`config.mk`:
```
export PLATFORM = sky130hd
export DESIGN_NAME = fifo_serial_tx
export DESIGN_NICKNAME = d
export VERILOG_FILES = /design/src/rtl/fifo_serial_tx.sv
export SDC_FILE = /design/constraint.sdc
export NUM_CORES = 1
export LEC_CHECK = 0
export BUFFER_PORTS_ARGS = -buffer_cell sky130_fd_sc_hd__buf_2
export CAP_MARGIN = 20
export CORE_MARGIN = 2
export CORE_UTILIZATION = 40
export DETAILED_ROUTE_END_ITERATION = 10
export MAX_ROUTING_LAYER = met4
export PLACE_DENSITY = 0.64
export SLEW_MARGIN = 30
export SYNTH_ARGS = -nofsm -noshare
export SYNTH_HDL_FRONTEND = slang
export SYNTH_SLANG_ARGS = --single-unit
```
`constraint.sdc`:
```
create_clock -name clk -period 1.6 [get_ports clk]
set_input_delay 0.24 -clock clk [delete_from_list [all_inputs] [get_ports clk]]
set_output_delay 0.24 -clock clk [all_outputs]
set_load 0.005 [all_outputs]
```
`src/rtl/fifo_serial_tx.sv`:
```
// fifo_serial_tx: drains 4-bit nibbles from the FIFO read port and sends
// each one as an asynchronous serial frame on tx_out. A frame is a start
// bit, 4 data bits LSB-first, an optional parity bit and a stop bit, and
// every bit lasts CLKS_PER_BIT clock cycles.
module fifo_serial_tx #(
    parameter int CLKS_PER_BIT = 4,
    parameter bit PARITY_EN    = 1'b1,
    parameter bit PARITY_ODD   = 1'b0
) (
    input  logic       clk,
    input  logic       rst,
    input  logic       fifo_empty,
    input  logic [3:0] fifo_read_data,
    output logic       fifo_read_en,
    input  logic       tx_enable,
    output logic       tx_out,
    output logic       busy,
    output logic       frame_done,
    output logic [7:0] sent_count
);

    // Baud counter runs 0..CLKS_PER_BIT-1 within each serial bit.
    localparam int            CW        = $clog2(CLKS_PER_BIT);
    localparam logic [CW-1:0] BAUD_LAST = CW'(CLKS_PER_BIT - 1);

    typedef enum logic [2:0] {
        IDLE,
        START,
        DATA,
        PARITY,
        STOP
    } state_t;

    state_t        state;
    logic [CW-1:0] baud;
    logic [1:0]    bit_idx;
    logic [3:0]    shreg;
    logic          par_bit;
    logic          bit_end;

    // Last cycle of the current serial bit.
    assign bit_end = (baud == BAUD_LAST);

    // Pop strobe: only from IDLE, never into an empty FIFO, never in reset.
    // It is decoded from the state register so the FIFO sees it in the same
    // cycle that read_data is sampled below.
    assign fifo_read_en = (state == IDLE) & tx_enable & ~fifo_empty & ~rst;

    // Frame sequencer: every output is registered so tx_out never glitches
    // and each bit's level is presented on the edge that starts that bit.
    always_ff @(posedge clk) begin
        if (rst) begin
            state      <= IDLE;
            baud       <= '0;
            bit_idx    <= '0;
            shreg      <= '0;
            par_bit    <= 1'b0;
            tx_out     <= 1'b1;
            busy       <= 1'b0;
            frame_done <= 1'b0;
            sent_count <= '0;
        end else begin
            frame_done <= 1'b0;
            case (state)
                IDLE: begin
                    tx_out <= 1'b1;
                    baud   <= '0;
                    if (fifo_read_en) begin
                        // Latch the nibble and its parity at pop time so the
                        // FIFO is free to change read_data afterwards.
                        shreg   <= fifo_read_data;
                        par_bit <= (^fifo_read_data) ^ PARITY_ODD;
                        bit_idx <= '0;
                        tx_out  <= 1'b0;
                        busy    <= 1'b1;
                        state   <= START;
                    end
                end

                START: begin
                    if (bit_end) begin
                        baud   <= '0;
                        tx_out <= shreg[0];
                        shreg  <= shreg >> 1;
                        state  <= DATA;
                    end else begin
                        baud <= baud + 1'b1;
                    end
                end

                DATA: begin
                    if (bit_end) begin
                        baud <= '0;
                        if (bit_idx == 2'd3) begin
                            if (PARITY_EN) begin
                                tx_out <= par_bit;
                                state  <= PARITY;
                            end else begin
                                tx_out <= 1'b1;
                                state  <= STOP;
                            end
                        end else begin
                            bit_idx <= bit_idx + 2'd1;
                            tx_out  <= shreg[0];
                            shreg   <= shreg >> 1;
                        end
                    end else begin
                        baud <= baud + 1'b1;
                    end
                end

                PARITY: begin
                    if (bit_end) begin
                        baud   <= '0;
                        tx_out <= 1'b1;
                        state  <= STOP;
                    end else begin
                        baud <= baud + 1'b1;
                    end
                end

                STOP: begin
                    if (bit_end) begin
                        // Completion is flagged in the first IDLE cycle, the
                        // same cycle in which the next pop may already occur.
                        baud       <= '0;
                        tx_out     <= 1'b1;
                        busy       <= 1'b0;
                        frame_done <= 1'b1;
                        sent_count <= sent_count + 8'd1;
                        state      <= IDLE;
                    end else begin
                        baud <= baud + 1'b1;
                    end
                end

                default: begin
                    tx_out <= 1'b1;
                    busy   <= 1'b0;
                    baud   <= '0;
                    state  <= IDLE;
                end
            endcase
        end
    end

endmodule

```
==> impl_metrics.py, run 1 <==
metrics = {
    "outcome": {
        "status": "finished, final reports clean",
    },
    "yosys": {
        "synth_nets": 145,
        "netlist_area_mm2": 0.00124,
        "ys_seq_area_share_pct": 37.2,
        "ys_warn_count": 0,
        "async_flop_share_pct": 0,
        "synthFlopType": "dfxtp_1",
        "synth_edf_count": 0,
        "synth_cell_types": 43,
        "syn-mean-instance-area_um2": 9.23,
        "netlist_instances": 134,
        "ys_ff_latch": 23,
    },
    "clock_tree": {
        "cts_post_setup_buffers_inserted": 0,
        "ctsLongestPathBuffers": 2,
        "htreeDepth": 1,
        "ctsHoldBuffers": 0,
        "cts_root_buffer": "clkbuf_4",
        "cts_resized": 2,
        "clock_latency_ns": 0.32,
        "clock_sink_count": 23,
        "path_clk_slew_ns": 0.13,
        "numCtsBuffers": 3,
        "tritoncts": "built",
    },
    "routing": {
        "vias_per_cell": 5.42,
        "drc": 0,
        "drtIter0Drc": 56,
        "drt_pass1_iterations": 4,
        "wl_per_cell_um": 13.4,
        "dr_total_vias": 1024,
        "ant_nets": 0,
        "wirelength_mm": 2.54,
    },
    "setup_path": {
        "regToRegSetupSlack_ns": 0.16,
        "setup.worst_path.start_class": "flip-flop",
        "required_ns": 1.36,
        "critical_path_arrival_ns": 1.24,
        "critPathKind": "flip-flop to output port",
        "critPathMaxFanout": 7,
        "r2r_end": "shreg[3]",
        "reg2regPathDepth": 5,
        "end_kind": "output port",
        "r2r_start": "baud[0]",
    },
    "timing": {
        "setup_viol": 0,
        "slew_viol_final": 0,
        "finalCritPeriodShare_pct": 92.4,
        "finalHoldViolations": 0,
        "grt_setup_unrepaired": "no",
        "skew_ns": 0.00757,
        "fin_setup_tns_ns": 0,
        "relSlewSlack_pct": 78.8,
        "min_period_ns": 1.48,
        "fmaxAchievable_ghz": 0.676,
        "worst_pin_slew_ns": 0.317,
    },
    "layout": {
        "fillers": 298,
        "final_layout_size_suffix_gt1_share_pct": 31.4,
        "syn_to_final_growth_pct": 15.1,
        "final_cell_mix": "dfxtp_1 (20), buf_2 (19), nor2_1 (16)",
        "final_area_mm2": 0.00142,
        "n_antenna_cell": 0,
        "layout_commonest_cell": "dfxtp_1",
        "stdcell_count": 189,
        "finalNetCount": 168,
        "post-route-util_pct": 47.4,
    },
    "floorplanning": {
        "ioPinCount": 20,
        "fp.dieW_um": 59.6,
        "dieArea_mm2": 0.00355,
        "fp-row-count": 20,
        "fp.dieH_um": 59.6,
        "start_util_pct": 41.2,
        "core_area_mm2": 0.00300,
    },
    "global_route": {
        "first_global_vias": 948,
        "grt_pass1_wl_mm": 4.33,
        "grt_max_degree": 15,
        "antenna_found_initial": 0,
        "grt_overflow": 0,
        "track_usage_pct": 16.5,
    },
    "placed_design": {
        "dp_hpwl_mm": 1.89,
        "dp.cells": 185,
        "gp_congestion": 0.826,
        "placed_area_mm2": 0.00137,
        "port_buffers": 19,
    },
    "power_and_ir_drop": {
        "p_leak_nw": 0.591,
        "total_power_w": 0.00107,
        "max-vdd-ir-drop_mv": 0.480,
        "power_density_mw_per_mm2": 750,
    },
    "worst_hold_path": {
        "hold_depth": 3,
        "worstHoldStart": "fifo_read_data[0]",
        "hp-class": "input port to flip-flop",
        "whs_endpoint": "shreg[0]",
    },
    "flow_run": {
        "cap_violations": 0,
    },
}
## power by group
| part | switching, W | internal [W] | total (W) | leakage (nW) |
|---|---|---|---|---|
| registers | 0.0000210 | 0.000597 | 0.000618 | 0.188 |
| clock network | 0.000187 | 0.0000957 | 0.000283 | 0.0139 |
| logic | 0.0000823 | 0.0000854 | 0.000168 | 0.389 |
| total | 0.000290 | 0.000778 | 0.00107 | 0.591 |
## flip-flops by register name, summed over array words and instances, names as in the netlist
signal	cells
baud	2
bit_idx	2
busy	1
frame_done	1
par_bit	1
sent_count	8
shreg	4
state	3
tx_out	1
## cell usage after synthesis, types with 2 or more instances
library cell,number,area (um2)
clkbuf_1,2,7.51
and3_1,2,12.5
nor2b_1,4,25.0
buf_6,3,33.8
dfxtp_1,23,460
o21ai_0,5,25.0
a21oi_1,7,35.0
xnor2_1,5,43.8
nor3_1,4,20.0
or2_2,2,12.5
nand2_1,9,33.8
nor2_1,17,63.8
ha_1,3,37.5
mux2i_1,2,20.0
nand4_1,5,31.3
a311oi_1,3,26.3
inv_1,2,7.51
nor3b_1,4,30.0
buf_2,3,15.0
xor2_1,6,52.6
## layout make-up
type / instances / area (um2) / share of cell area, %
clock inverter: 1 / 7.51 / 0.528
inverter: 2 / 7.51 / 0.528
multi-input combinational: 100 / 722 / 50.7
tap: 33 / 41.3 / 2.90
sequential: 23 / 467 / 32.8
clock buffer: 3 / 22.5 / 1.58
timing repair buffer: 27 / 155 / 10.9
## worst max path at each step
stage	startpoint	endpoint	slack, ns	cells after the start
global route	baud[0]	sent_count[7]	0.06	5
detailed placement	bit_idx[0]	shreg[2]	0.14	5
global placement	state[1]	bit_idx[0]	0.17	4
finish	state[0]	fifo_read_en	0.12	4
CTS	state[0]	fifo_read_en	0.03	4
floorplan	baud[0]	sent_count[6]	0.22	7
## critical path: stages, from the launching register on
cell and delay (ns):
dfxtp_4 0.41, nor2_4 0.16, nand2_1 0.11, nor3_2 0.11, buf_2 0.13
## per-layer routing
layer | routed length [um] | global-route usage [%] | vias up
li1 | - | - | 519
met1 | 1230 | 20.6 | 484
met2 | 1190 | 26.1 | 16
met3 | 76 | 3.06 | 5
met4 | 48 | 6.67 | 0
met5 | 0 | - | -
## cell families (layout without fill, tap and decap cells)
logic type / after synthesis / after routing / share of synthesized area [%]
mux: 3 / 3 / 2.53
xor+xnor: 12 / 12 / 9.11
simple gates: 57 / 57 / 27.4
fa+ha+maj: 3 / 3 / 3.04
buf+inv: 11 / 33 / 5.77
compound gates: 25 / 25 / 14.9
flops: 23 / 23 / 37.2
## metrics by stage
stage	hold WS (ns)	worst slack [ns]
floorplan	0.408	0.216
global placement	0.416	0.169
detailed placement	0.427	0.138
CTS	0.196	0.0302
global route	0.195	0.0553
finish	0.204	0.122
Note: power is estimated with default switching activity, not from simulation.
==> run 2: changes to the inputs <==
- CORE_UTILIZATION: 40 -> 55
- PLACE_DENSITY: 0.64 -> 0.82
==> impl_metrics.py, run 2 (synthesis gave the netlist of run 1 again) <==
metrics = {
    "outcome": {
        "status": "finished, final reports clean",
    },
    "setup_path": {
        "r2r_end": "shreg[1]",
        "critical_path_arrival_ns": 1.27,
        "required_ns": 1.36,
        "r2r_start": "bit_idx[0]",
        "critPathKind": "flip-flop to output port",
        "setup.worst_path.start_class": "flip-flop",
        "reg2regPathDepth": 5,
        "end_kind": "output port",
        "regToRegSetupSlack_ns": 0.15,
        "critPathMaxFanout": 11,
    },
    "placed_design": {
        "port_buffers": 19,
        "dpl_worst_slack_ns": 0.106,
        "placed_area_mm2": 0.00136,
        "gp_congestion": 0.900,
        "dp_hpwl_mm": 1.90,
        "dp.cells": 180,
    },
    "timing": {
        "grt_setup_unrepaired": "no",
        "worst_pin_slew_ns": 0.385,
        "skew_ns": 0.00716,
        "setup_slack_ns": 0.0948,
        "finalHoldViolations": 0,
        "min_period_ns": 1.51,
        "fmaxAchievable_ghz": 0.664,
        "fin_setup_tns_ns": 0,
        "finalCritPeriodShare_pct": 94.1,
        "slew_viol_final": 0,
        "relSlewSlack_pct": 74.3,
        "setup_viol": 0,
    },
    "layout": {
        "final_layout_size_suffix_gt1_share_pct": 30.1,
        "stdcell_count": 184,
        "top_regs": "sent_count (8), shreg (4), state (3)",
        "n_antenna_cell": 0,
        "fillers": 194,
        "final_area_mm2": 0.00141,
        "largest_register_ffs": 8,
        "register_area_um2": 465,
        "syn_to_final_growth_pct": 13.7,
        "finalNetCount": 168,
        "layout_commonest_cell": "dfxtp_1",
        "multi_input_area_um2": 714,
        "final_cell_mix": "dfxtp_1 (21), buf_2 (19), nor2_1 (16)",
        "regMostFlops": "sent_count",
    },
    "routing": {
        "vias_per_cell": 5.73,
        "wl_per_cell_um": 14.1,
        "drt_pass1_iterations": 4,
        "drc": 0,
        "ant_nets": 0,
        "dr_total_vias": 1054,
        "drtIter0Drc": 31,
        "wirelength_mm": 2.59,
    },
    "floorplanning": {
        "fp.dieH_um": 51.4,
        "start_util_pct": 57.0,
        "dieArea_mm2": 0.00264,
        "fp.dieW_um": 51.4,
        "fp-row-count": 17,
        "core_area_mm2": 0.00217,
        "ioPinCount": 20,
    },
    "worst_hold_path": {
        "worstHoldStart": "fifo_read_data[2]",
        "hp-class": "input port to flip-flop",
        "hold_depth": 3,
        "whs_endpoint": "shreg[2]",
    },
    "global_route": {
        "grt_overflow": 0,
        "grt_pass1_wl_mm": 4.35,
        "track_usage_pct": 22.3,
        "antenna_found_initial": 0,
        "first_global_vias": 941,
        "grt_max_degree": 14,
    },
    "clock_tree": {
        "cts_root_buffer": "clkbuf_4",
        "tritoncts": "built",
        "clock_sink_count": 23,
        "htreeDepth": 1,
        "path_clk_slew_ns": 0.13,
        "clock_latency_ns": 0.32,
        "numCtsBuffers": 3,
        "ctsLongestPathBuffers": 2,
    },
    "flow_run": {
        "cap_violations": 0,
    },
    "power_and_ir_drop": {
        "p_leak_nw": 0.585,
        "power_density_mw_per_mm2": 760,
        "max-vdd-ir-drop_mv": 0.766,
    },
}
## run 2: worst max path at each step
stage / depth (start not counted) / slack (ns) / startpoint / to
after floorplan: 7 / 0.22 / baud[0] / sent_count[6]
after global placement: 5 / 0.17 / baud[0] / sent_count[7]
after detailed placement: 3 / 0.11 / state[0] / shreg[2]
after CTS: 4 / 0.009 / state[1] / fifo_read_en
after global routing: 4 / 0.007 / state[0] / fifo_read_en
final: 4 / 0.09 / state[0] / fifo_read_en
## run 2: report_power, final
group	switching [W]	internal, W
sequential	0.0000224	0.000597
combinational	0.0000817	0.0000850
clock	0.000188	0.0000938
total	0.000292	0.000775
## run 2: worst max-delay path, stage by stage, from the launching register on
cell     delay (ns)
dfxtp_4        0.42
nor2_4         0.16
nand2_1        0.10
nor3_1         0.14
buf_2          0.14
## run 2: final cells by class
class	count	area share (%)
well taps	28	2.49
repair buffers	27	11.0
clock buffers	3	1.60
multi-input cells	100	50.8
inverters	2	0.534
flip-flops and latches	23	33.1
clock inverters	1	0.356
## run 2: repair_timing
item | CTS | global route
gates cloned | 0 | 0
gates resized for setup | 2 | 5
buffers inserted | 0 | 0
endpoints found under the setup margin | 1 | 8
hold buffers | 0 | 0
## run 2: routing by layer
layer  track usage [%]  share of wire [%]
met1              29.8                 49
met2              34.2                 43
met3              2.63                5.8
met4              9.21                2.4
met5                 -                  0
## run 2: through the flow
step | power, W | util [%] | hold slack, ns
after floorplan | 0.000747 | - | 0.408
after global placement | 0.000785 | 62.8 | 0.416
after detailed placement | 0.000792 | 62.8 | 0.427
after CTS | 0.00107 | 64.2 | 0.220
after global routing | 0.00111 | 64.8 | 0.236
final | 0.00107 | 64.8 | 0.210
